`config.mk`:
```
export PLATFORM = sky130hd
export DESIGN_NAME = cordic_flow_ctrl
export DESIGN_NICKNAME = d
export VERILOG_FILES = /design/src/rtl/cordic_ctrl_pkg.sv /design/src/rtl/updown_counter.sv /design/src/rtl/cordic_flow_ctrl.sv
export SDC_FILE = /design/constraint.sdc
export NUM_CORES = 1
export LEC_CHECK = 0
export ABC_AREA = 1
export CAP_MARGIN = 10
export CORE_MARGIN = 3
export CORE_UTILIZATION = 48
export CTS_BUF_LIST = sky130_fd_sc_hd__clkbuf_4 sky130_fd_sc_hd__clkbuf_8 sky130_fd_sc_hd__clkbuf_16
export CTS_CLUSTER_DIAMETER = 200
export DETAILED_ROUTE_END_ITERATION = 8
export GPL_ROUTABILITY_DRIVEN = 0
export PLACE_DENSITY = 0.83
export SLEW_MARGIN = 20
export SYNTH_ARGS = -nofsm -noshare
export SYNTH_HDL_FRONTEND = slang
export SYNTH_SLANG_ARGS = --single-unit
```
`constraint.sdc`:
```
create_clock -name clk -period 2.4 [get_ports clk]
set_input_delay 0.48 -clock clk [delete_from_list [all_inputs] [get_ports clk]]
set_output_delay 0.48 -clock clk [all_outputs]
set_load 0.005 [all_outputs]
```
`src/rtl/cordic_ctrl_pkg.sv`:
```
// rtl/cordic_ctrl_pkg.sv - shared types for the CORDIC flow controller
package cordic_ctrl_pkg;

    localparam int STATE_W = 2;

    typedef enum logic [STATE_W-1:0] {
        ST_IDLE  = 2'd0,
        ST_RUN   = 2'd1,
        ST_DRAIN = 2'd2,
        ST_FLUSH = 2'd3
    } ctrl_state_t;

endpackage

```
`src/rtl/updown_counter.sv`:
```
// rtl/updown_counter.sv - saturating-at-zero up/down occupancy counter
module updown_counter #(
    parameter int WIDTH = 8
) (
    input  logic             clk,
    input  logic             reset,
    input  logic             inc,
    input  logic             dec,
    output logic [WIDTH-1:0] count
);

    // A decrement on an empty counter is dropped so the count never wraps.
    logic dec_eff;
    assign dec_eff = dec && (count != '0);

    always_ff @(posedge clk or posedge reset) begin
        if (reset) begin
            count <= '0;
        end else if (inc && !dec_eff) begin
            count <= count + WIDTH'(1);
        end else if (!inc && dec_eff) begin
            count <= count - WIDTH'(1);
        end
    end

endmodule

```
`src/rtl/cordic_flow_ctrl.sv`:
```
// rtl/cordic_flow_ctrl.sv - credit-based issue/drain control around the cordic core
module cordic_flow_ctrl
    import cordic_ctrl_pkg::*;
#(
    parameter int OUT_FIFO_DEPTH = 128,
    parameter int CNT_WIDTH      = $clog2(OUT_FIFO_DEPTH + 1)
) (
    input  logic                 clk,
    input  logic                 reset,
    input  logic                 enable,
    input  logic                 flush,
    input  logic                 theta_empty,
    output logic                 theta_rd_en,
    output logic                 cordic_valid_in,
    input  logic                 cordic_valid_out,
    output logic                 out_wr_en,
    input  logic                 out_rd_en,
    output logic [CNT_WIDTH-1:0] in_flight,
    output logic [CNT_WIDTH-1:0] out_count,
    output logic [1:0]           state,
    output logic                 err
);

    ctrl_state_t cur_state;
    ctrl_state_t next_state;

    logic             have_flight;
    logic             have_credit;
    logic [CNT_WIDTH:0] occupancy;

    assign have_flight = (in_flight != '0);
    assign occupancy   = {1'b0, in_flight} + {1'b0, out_count};
    assign have_credit = (occupancy < (CNT_WIDTH + 1)'(OUT_FIFO_DEPTH));

    assign theta_rd_en = (cur_state == ST_RUN) && enable && !flush &&
                         !theta_empty && have_credit;

    // Results still retire from in_flight during FLUSH; they are just not stored.
    assign out_wr_en = cordic_valid_out && have_flight && (cur_state != ST_FLUSH);

    assign state = cur_state;

    updown_counter #(.WIDTH(CNT_WIDTH)) u_in_flight (
        .clk   (clk),
        .reset (reset),
        .inc   (theta_rd_en),
        .dec   (cordic_valid_out),
        .count (in_flight)
    );

    updown_counter #(.WIDTH(CNT_WIDTH)) u_out_count (
        .clk   (clk),
        .reset (reset),
        .inc   (out_wr_en),
        .dec   (out_rd_en),
        .count (out_count)
    );

    always_ff @(posedge clk or posedge reset) begin
        if (reset) begin
            cur_state <= ST_IDLE;
        end else begin
            cur_state <= next_state;
        end
    end

    always_comb begin
        next_state = cur_state;
        case (cur_state)
            ST_IDLE: begin
                if (enable && !flush) begin
                    next_state = ST_RUN;
                end
            end
            ST_RUN: begin
                if (flush) begin
                    next_state = ST_FLUSH;
                end else if (!enable) begin
                    next_state = have_flight ? ST_DRAIN : ST_IDLE;
                end
            end
            ST_DRAIN: begin
                if (flush) begin
                    next_state = ST_FLUSH;
                end else if (!have_flight) begin
                    next_state = ST_IDLE;
                end
            end
            ST_FLUSH: begin
                if (!have_flight) begin
                    next_state = ST_IDLE;
                end
            end
            default: next_state = ST_IDLE;
        endcase
    end

    // Aligns the valid strobe with the theta FIFO's registered read data.
    always_ff @(posedge clk or posedge reset) begin
        if (reset) begin
            cordic_valid_in <= 1'b0;
        end else begin
            cordic_valid_in <= theta_rd_en;
        end
    end

    always_ff @(posedge clk or posedge reset) begin
        if (reset) begin
            err <= 1'b0;
        end else if (cordic_valid_out && !have_flight) begin
            err <= 1'b1;
        end
    end

endmodule

```
==> flow_metrics.env, run 1 <==
export IMPL_synthAdderAreaFrac_pct=17.6
export IMPL_tns_ns=-3.99
export IMPL_syn_to_final_growth_pct=77.4
export IMPL_finalMaxSlewViolations=0
export IMPL_leakage_uw=0.00145
export IMPL_drt_first_pass_iters=8
export IMPL_finalWirelength_um=7790
export IMPL_cts_root_buf="clkbuf_4"
export IMPL_drive_gt1_share_pct=42.3
export IMPL_drc=2
export IMPL_r2r_end="u_in_flight.count[7]"
export IMPL_total_power_uw=5000
export IMPL_hpwl_um=3300
export IMPL_layout_min_cycle_time_ns=2.86
export IMPL_grt_antenna_before_repair=0
export IMPL_grt_setup_unrepaired="true"
export IMPL_power_density_nw_per_um2=1640
export IMPL_synthSimpleGateAreaFrac_pct=34.1
export IMPL_synth_area_mux_share_pct=0
export IMPL_finalClockSkew_ns=0.0322
export IMPL_place_ws_ns=-0.325
export IMPL_max_stage_delay_ns=0.47
export IMPL_synth_cells=245
export IMPL_die_area_um2=4340
export IMPL_start_util_pct=50.7
export IMPL_cts_buffer_depth=2
export IMPL_cts_htree_levels=1
export IMPL_worstSetupPathType="reg -> reg"
export IMPL_setup_slack_ns=-0.463
export IMPL_overflow=0
export IMPL_hold_class="in -> async"
export IMPL_maxCapViolCount=0
export IMPL_die_h_um=65.8
export IMPL_hold_viol_final=0
export IMPL_gr_usage_all_layers_pct=23.0
export IMPL_timing_critical_path_buf_inv=2
export IMPL_rows=21
export IMPL_path_clk_slew_ns=0.15
export IMPL_routedWlPerCell_um=20.6
export IMPL_synth_cell_types=23
export IMPL_max_freq_mhz=349
export IMPL_outcome="complete, but fails checks"
export IMPL_reg2reg_setup_slack_ns=-0.46
export IMPL_synth_compound_area_share_pct=7.50
export IMPL_cts_sinks=20
export IMPL_cp_required_ns=2.64
export IMPL_antenna_cells=0
export IMPL_max_slew_margin_rel_pct=80.3
export IMPL_core_area_um2=3390
export IMPL_grt_pass1_wl_um=7770
export IMPL_die_w_um=65.8
export IMPL_yosysSeqAreaShare_pct=29.1
export IMPL_setup_worst_path_start_class="flop"
export IMPL_insertion_delay_ns=0.34
export IMPL_cts_buffers=3
export IMPL_synth_fp_nets=275
export IMPL_ir_drop_mv=1.04
export IMPL_synth_seq_cells=20
export IMPL_drt_iter0_drc=317
export IMPL_violations="DRC, setup timing"
export IMPL_n_fill_cell=142
export IMPL_syn_area_um2=1720
export IMPL_grt_pass1_vias=1843
export IMPL_via_per_inst=5.96
export IMPL_cp_slowest_cell="dfrtp_1"
export IMPL_finalCritPeriodShare_pct=119
export IMPL_finalNetCount=364
export IMPL_synth_xor_area_share_pct=2.04
export IMPL_ant_nets=0
export IMPL_cpLargestDelayFamily="simple AND/OR/NAND/NOR gates"
export IMPL_cts_tree="yes"
export IMPL_worstPathArrival_ns=3.11
export IMPL_via_count=2260
export IMPL_worstPathMaxFanout=6
export IMPL_synth_warnings=0
export IMPL_worstRegToRegCells=20
export IMPL_path_cells="ha_1 > nand4_1 > nand2_1 > nand2_1 > nand2_1 > nand2_1 > nand2_2 > nor2_4 > buf_6 > ha_4 > inv_8 > ha_4 > nand2_2 > nand3_4 > nand2_2 > nand2_1 > nand2_1 > nand2_1 > nand2_1 > nand2_1"
export IMPL_worstSetupEndpointType="flop"
export IMPL_grt_max_degree=21
export IMPL_synth_top_family_by_area="simple AND/OR/NAND/NOR gates"
export IMPL_crit_top_cell="nand2_1"
export IMPL_ios=29
export IMPL_port_buffers=28
export IMPL_worst_slew_pin_slew_ns=0.292
export IMPL_rr_startpoint="u_in_flight.count[1]"
export IMPL_final_util_pct=90.0
export IMPL_setup_violations_final=18
export IMPL_syn_area_per_cell_um2=7.02
-- cell families (layout without fill, tap and decap cells) --
family	Yosys count	after routing
compound gates	24	24
xor+xnor	4	4
fa+ha+maj	23	23
buf+inv	42	130
flops	20	20
simple gates	132	132
-- report_power, final --
group / switching [uW] / internal (uW) / total (uW)
Clock: 127 / 169 / 297
Combinational: 2100 / 1920 / 4020
Sequential: 178 / 498 / 676
-- tightest hold or removal path, delay by kind of cell --
kind	cells	cell delay, ns
buffers and inverters	3	0.72
-- cells in the mapped netlist (all sizes together) --
master	count	share of area, %
a21o	2	0.87
dfrtp	20	29
nor4	2	0.73
o21ai	11	3.2
xnor2	4	2.0
fa	2	2.3
or2	2	0.73
nor2	12	2.6
nand3	23	7.9
nand4	5	1.8
ha	21	15
buf	2	0.95
nor3	3	0.87
nand2	83	19
a21oi	11	3.4
nand3b	2	0.87
inv	40	8.7
-- final cells by class --
type / instances / area (um2) / share of cell area (%)
Clock buffer: 3 / 22.5 / 0.739
Clock inverter: 1 / 30.0 / 0.985
Inverter: 40 / 168 / 5.50
Multi-Input combinational cell: 183 / 1520 / 49.9
Sequential cell: 20 / 503 / 16.5
Tap cell: 46 / 57.6 / 1.89
Timing Repair Buffer: 86 / 748 / 24.5
-- layer usage --
metal / share of wire [%] / track usage [%] / vias to the layer above
met5: 0 / 0 / -
met3: 8.4 / 4.08 / 69
met4: 8.1 / 4.40 / 0
met2: 49 / 40.7 / 181
met1: 35 / 29.4 / 1044
li1: - / - / 966
-- worst max path at each step --
stage,slack [ns],to,depth (start not counted),from
finish,-0.46,u_in_flight.count[7],20,u_in_flight.count[1]
floorplan,0.005,u_out_count.count[7],15,u_in_flight.count[5]
global placement,-0.31,u_in_flight.count[3],16,flush
CTS,-0.15,u_in_flight.count[3],17,u_in_flight.count[2]
global route,-0.54,u_in_flight.count[5],18,u_in_flight.count[1]
detailed placement,-0.33,u_in_flight.count[3],16,flush
-- placed cells by master (no fill, tap or decap), types with 2 or more instances in the layout --
cell / netlist / layout
xnor2_1: 4 / 4
nand2_1: 80 / 66
ha_4: 0 / 19
nand3_1: 19 / 13
dfrtp_1: 20 / 18
clkbuf_4: 0 / 3
o21ai_0: 8 / 2
fa_2: 0 / 2
nand2_2: 3 / 17
nor4_4: 0 / 2
buf_6: 1 / 9
a21oi_1: 10 / 4
nand3_2: 4 / 5
nand3_4: 0 / 5
nor2_1: 12 / 4
inv_2: 1 / 3
nand3b_1: 2 / 2
nand4_1: 5 / 5
buf_4: 0 / 50
ha_1: 21 / 2
inv_8: 0 / 2
a21o_1: 2 / 2
clkdlybuf4s50_1: 0 / 26
inv_1: 39 / 34
nor2_4: 0 / 5
a21oi_2: 1 / 7
dfrtp_2: 0 / 2
nor3_2: 0 / 2
or2_1: 2 / 2
o21ai_1: 3 / 7
nor2_2: 0 / 3
-- state kept, by name, indices dropped and copies added (netlist names) --
signal / flops
u_out_count.count: 8
cordic_valid_in: 1
state: 2
u_in_flight.count: 8
err: 1
-- through the flow --
| stage | hold WS [ns] | instance area (um2) | instances |
|---|---|---|---|
| 6_report | 0.456 | 3050 | 379 |
| 5_1_grt | 0.493 | 3050 | 379 |
| 4_1_cts | 0.472 | 2670 | 371 |
| 3_5_place_dp | 0.443 | 2440 | 351 |
| 3_3_place_gp | 0.440 | 2440 | 351 |
| 2_1_floorplan | 0.444 | 1860 | 245 |
-- timing repair --
item,CTS,global route
setup buffers,16,9
gates resized for setup,25,67
hold buffers,0,0
cloned,0,0
setup endpoints to repair,13,15
pin swaps,12,25
Note: power is estimated with default switching activity, not from simulation.
==> inputs of run 2 (changes only) <==
- CORE_UTILIZATION: 48 -> 50
- CTS_BUF_LIST: sky130_fd_sc_hd__clkbuf_4 sky130_fd_sc_hd__clkbuf_8 sky130_fd_sc_hd__clkbuf_16 -> sky130_fd_sc_hd__clkbuf_4 sky130_fd_sc_hd__clkbuf_8
- PLACE_DENSITY: 0.83 -> 0.86
==> flow_metrics.env, run 2 (synthesis gave the netlist of run 1 again) <==
export IMPL_outcome="complete, but fails checks"
export IMPL_violations="DRC, setup timing"
export IMPL_final_cell_mix="58 x nand2_1, 51 x buf_4, 34 x inv_1, 26 x clkdlybuf4s50_1, 20 x nand2_2"
export IMPL_grt_antenna_before_repair=0
export IMPL_grt_max_degree=21
export IMPL_syn_to_final_growth_pct=76.1
export IMPL_path_clk_slew_ns=0.16
export IMPL_worstRegToRegCells=16
export IMPL_cts_buffers=3
export IMPL_ios=29
export IMPL_worst_slew_pin_slew_ns=0.405
export IMPL_cpLargestDelayFamily="buffers and inverters"
export IMPL_antenna_cells=0
export IMPL_max_slew_margin_rel_pct=72.7
export IMPL_power_density_nw_per_um2=1770
export IMPL_overflow=0
export IMPL_hpwl_um=3780
export IMPL_drt_first_pass_iters=9
export IMPL_worstPathArrival_ns=3.30
export IMPL_insertion_delay_ns=0.34
export IMPL_grt_setup_unrepaired="true"
export IMPL_via_count=2574
export IMPL_worstPathMaxFanout=6
export IMPL_finalClockSkew_ns=0.0226
export IMPL_finalCritPeriodShare_pct=129
export IMPL_routedWlPerCell_um=25.9
export IMPL_port_buffers=28
export IMPL_hold_ws_ns=0.476
export IMPL_finalNetCount=362
export IMPL_die_w_um=64.6
export IMPL_cp_num_cells=16
export IMPL_cts_sinks=20
export IMPL_setup_slack_ns=-0.698
export IMPL_gr_usage_all_layers_pct=32.2
export IMPL_max_freq_mhz=323
export IMPL_leakage_uw=0.00147
export IMPL_worstSetupEndpointType="flop"
export IMPL_max_stage_delay_ns=0.45
export IMPL_n_fill_cell=71
export IMPL_path_cells="clkdlybuf4s50_1 > inv_1 > nand3_1 > inv_1 > nand3_1 > nor2_1 > nand2_2 > nor2_4 > buf_6 > ha_4 > clkinv_8 > ha_4 > nand3_1 > nand3_1 > o21ai_0 > o21ai_1"
export IMPL_grt_pass1_vias=2190
export IMPL_cts_htree_levels=1
export IMPL_total_power_uw=5350
export IMPL_ant_nets=0
export IMPL_maxCapViolCount=0
export IMPL_hold_class="in -> async"
export IMPL_cts_root_buf="clkbuf_4"
export IMPL_layout_min_cycle_time_ns=3.10
export IMPL_die_h_um=64.6
export IMPL_core_area_um2=3150
export IMPL_die_area_um2=4180
export IMPL_worstSetupPathType="in -> reg"
export IMPL_finalWirelength_um=9700
export IMPL_drive_gt1_share_pct=42.9
export IMPL_drc=23
export IMPL_setup_violations_final=18
export IMPL_final_util_pct=96.0
export IMPL_rows=20
export IMPL_timing_critical_path_buf_inv=5
export IMPL_via_per_inst=6.86
export IMPL_cp_slowest_cell="clkdlybuf4s50_1"
export IMPL_cp_required_ns=2.60
export IMPL_setup_worst_path_start_class="primary input"
export IMPL_layout_commonest_cell="nand2_1"
export IMPL_cts_buffer_depth=2
export IMPL_hold_viol_final=0
export IMPL_grt_pass1_wl_um=10300
export IMPL_finalMaxSlewViolations=0
export IMPL_crit_top_cell="nand3_1"
export IMPL_cts_tree="yes"
export IMPL_drt_iter0_drc=355
export IMPL_ir_drop_mv=1.13
export IMPL_start_util_pct=54.5
## run 2: cell types whose count changed in the layout (fill, tap and decap cells not counted), sizes merged
cell and delta:
inv -2, dlygate4sd2 +1, buf -3, clkinv +2
## run 2: final cells by class
type	instances	area, um2	area share (%)
timing repair buffer	84	719	23.8
inverter	40	175	5.79
clock inverter	1	30.0	0.992
sequential	20	504	16.7
tap	44	55.1	1.82
clock buffer	3	22.5	0.744
multi-input combinational	183	1520	50.2
## run 2: repair_timing
action / in CTS / in global routing
hold buffers: 0 / 0
resized for setup: 39 / 54
pin swaps: 12 / 25
setup buffers: 17 / 6
gates cloned: 0 / 0
endpoints found under the setup margin: 13 / 15
## run 2: worst paths after layout
kind	startpoint	end	slack, ns
max	flush	u_in_flight.count[4]	-0.70
min	reset	u_out_count.count[0]	0.48
max reg2reg	u_in_flight.count[1]	u_in_flight.count[4]	-0.68
min reg2reg	err	err	0.51
max in group asynchronous	reset	u_out_count.count[5]	1.67
min in group clk	err	err	0.51
## run 2: routing by layer
layer / up-vias / part of all wire [%] / global-route usage (%)
li1: 957 / - / -
met1: 1161 / 32 / 36.1
met2: 325 / 43 / 53.6
met3: 131 / 13 / 8.32
met4: 0 / 12 / 21.6
met5: - / 0 / 0
## run 2: stage by stage
step,instance area (um2),cells,setup slack (ns),TNS (ns)
global placement,2430,348,-0.287,-2.59
detailed placement,2430,348,-0.412,-3.60
global route,3030,375,-0.727,-6.37
CTS,2730,369,-0.214,-1.12
finish,3030,375,-0.698,-5.21
floorplan,1860,245,0.00498,0
## run 2: tightest hold or removal path: cells and delay by family
family	cells	cell delay, ns
buffers and inverters	3	0.76
## run 2: power breakdown
group,internal (uW),total [uW],switching [uW]
clock network,169,307,138
registers,499,692,193
logic,1920,4360,2430
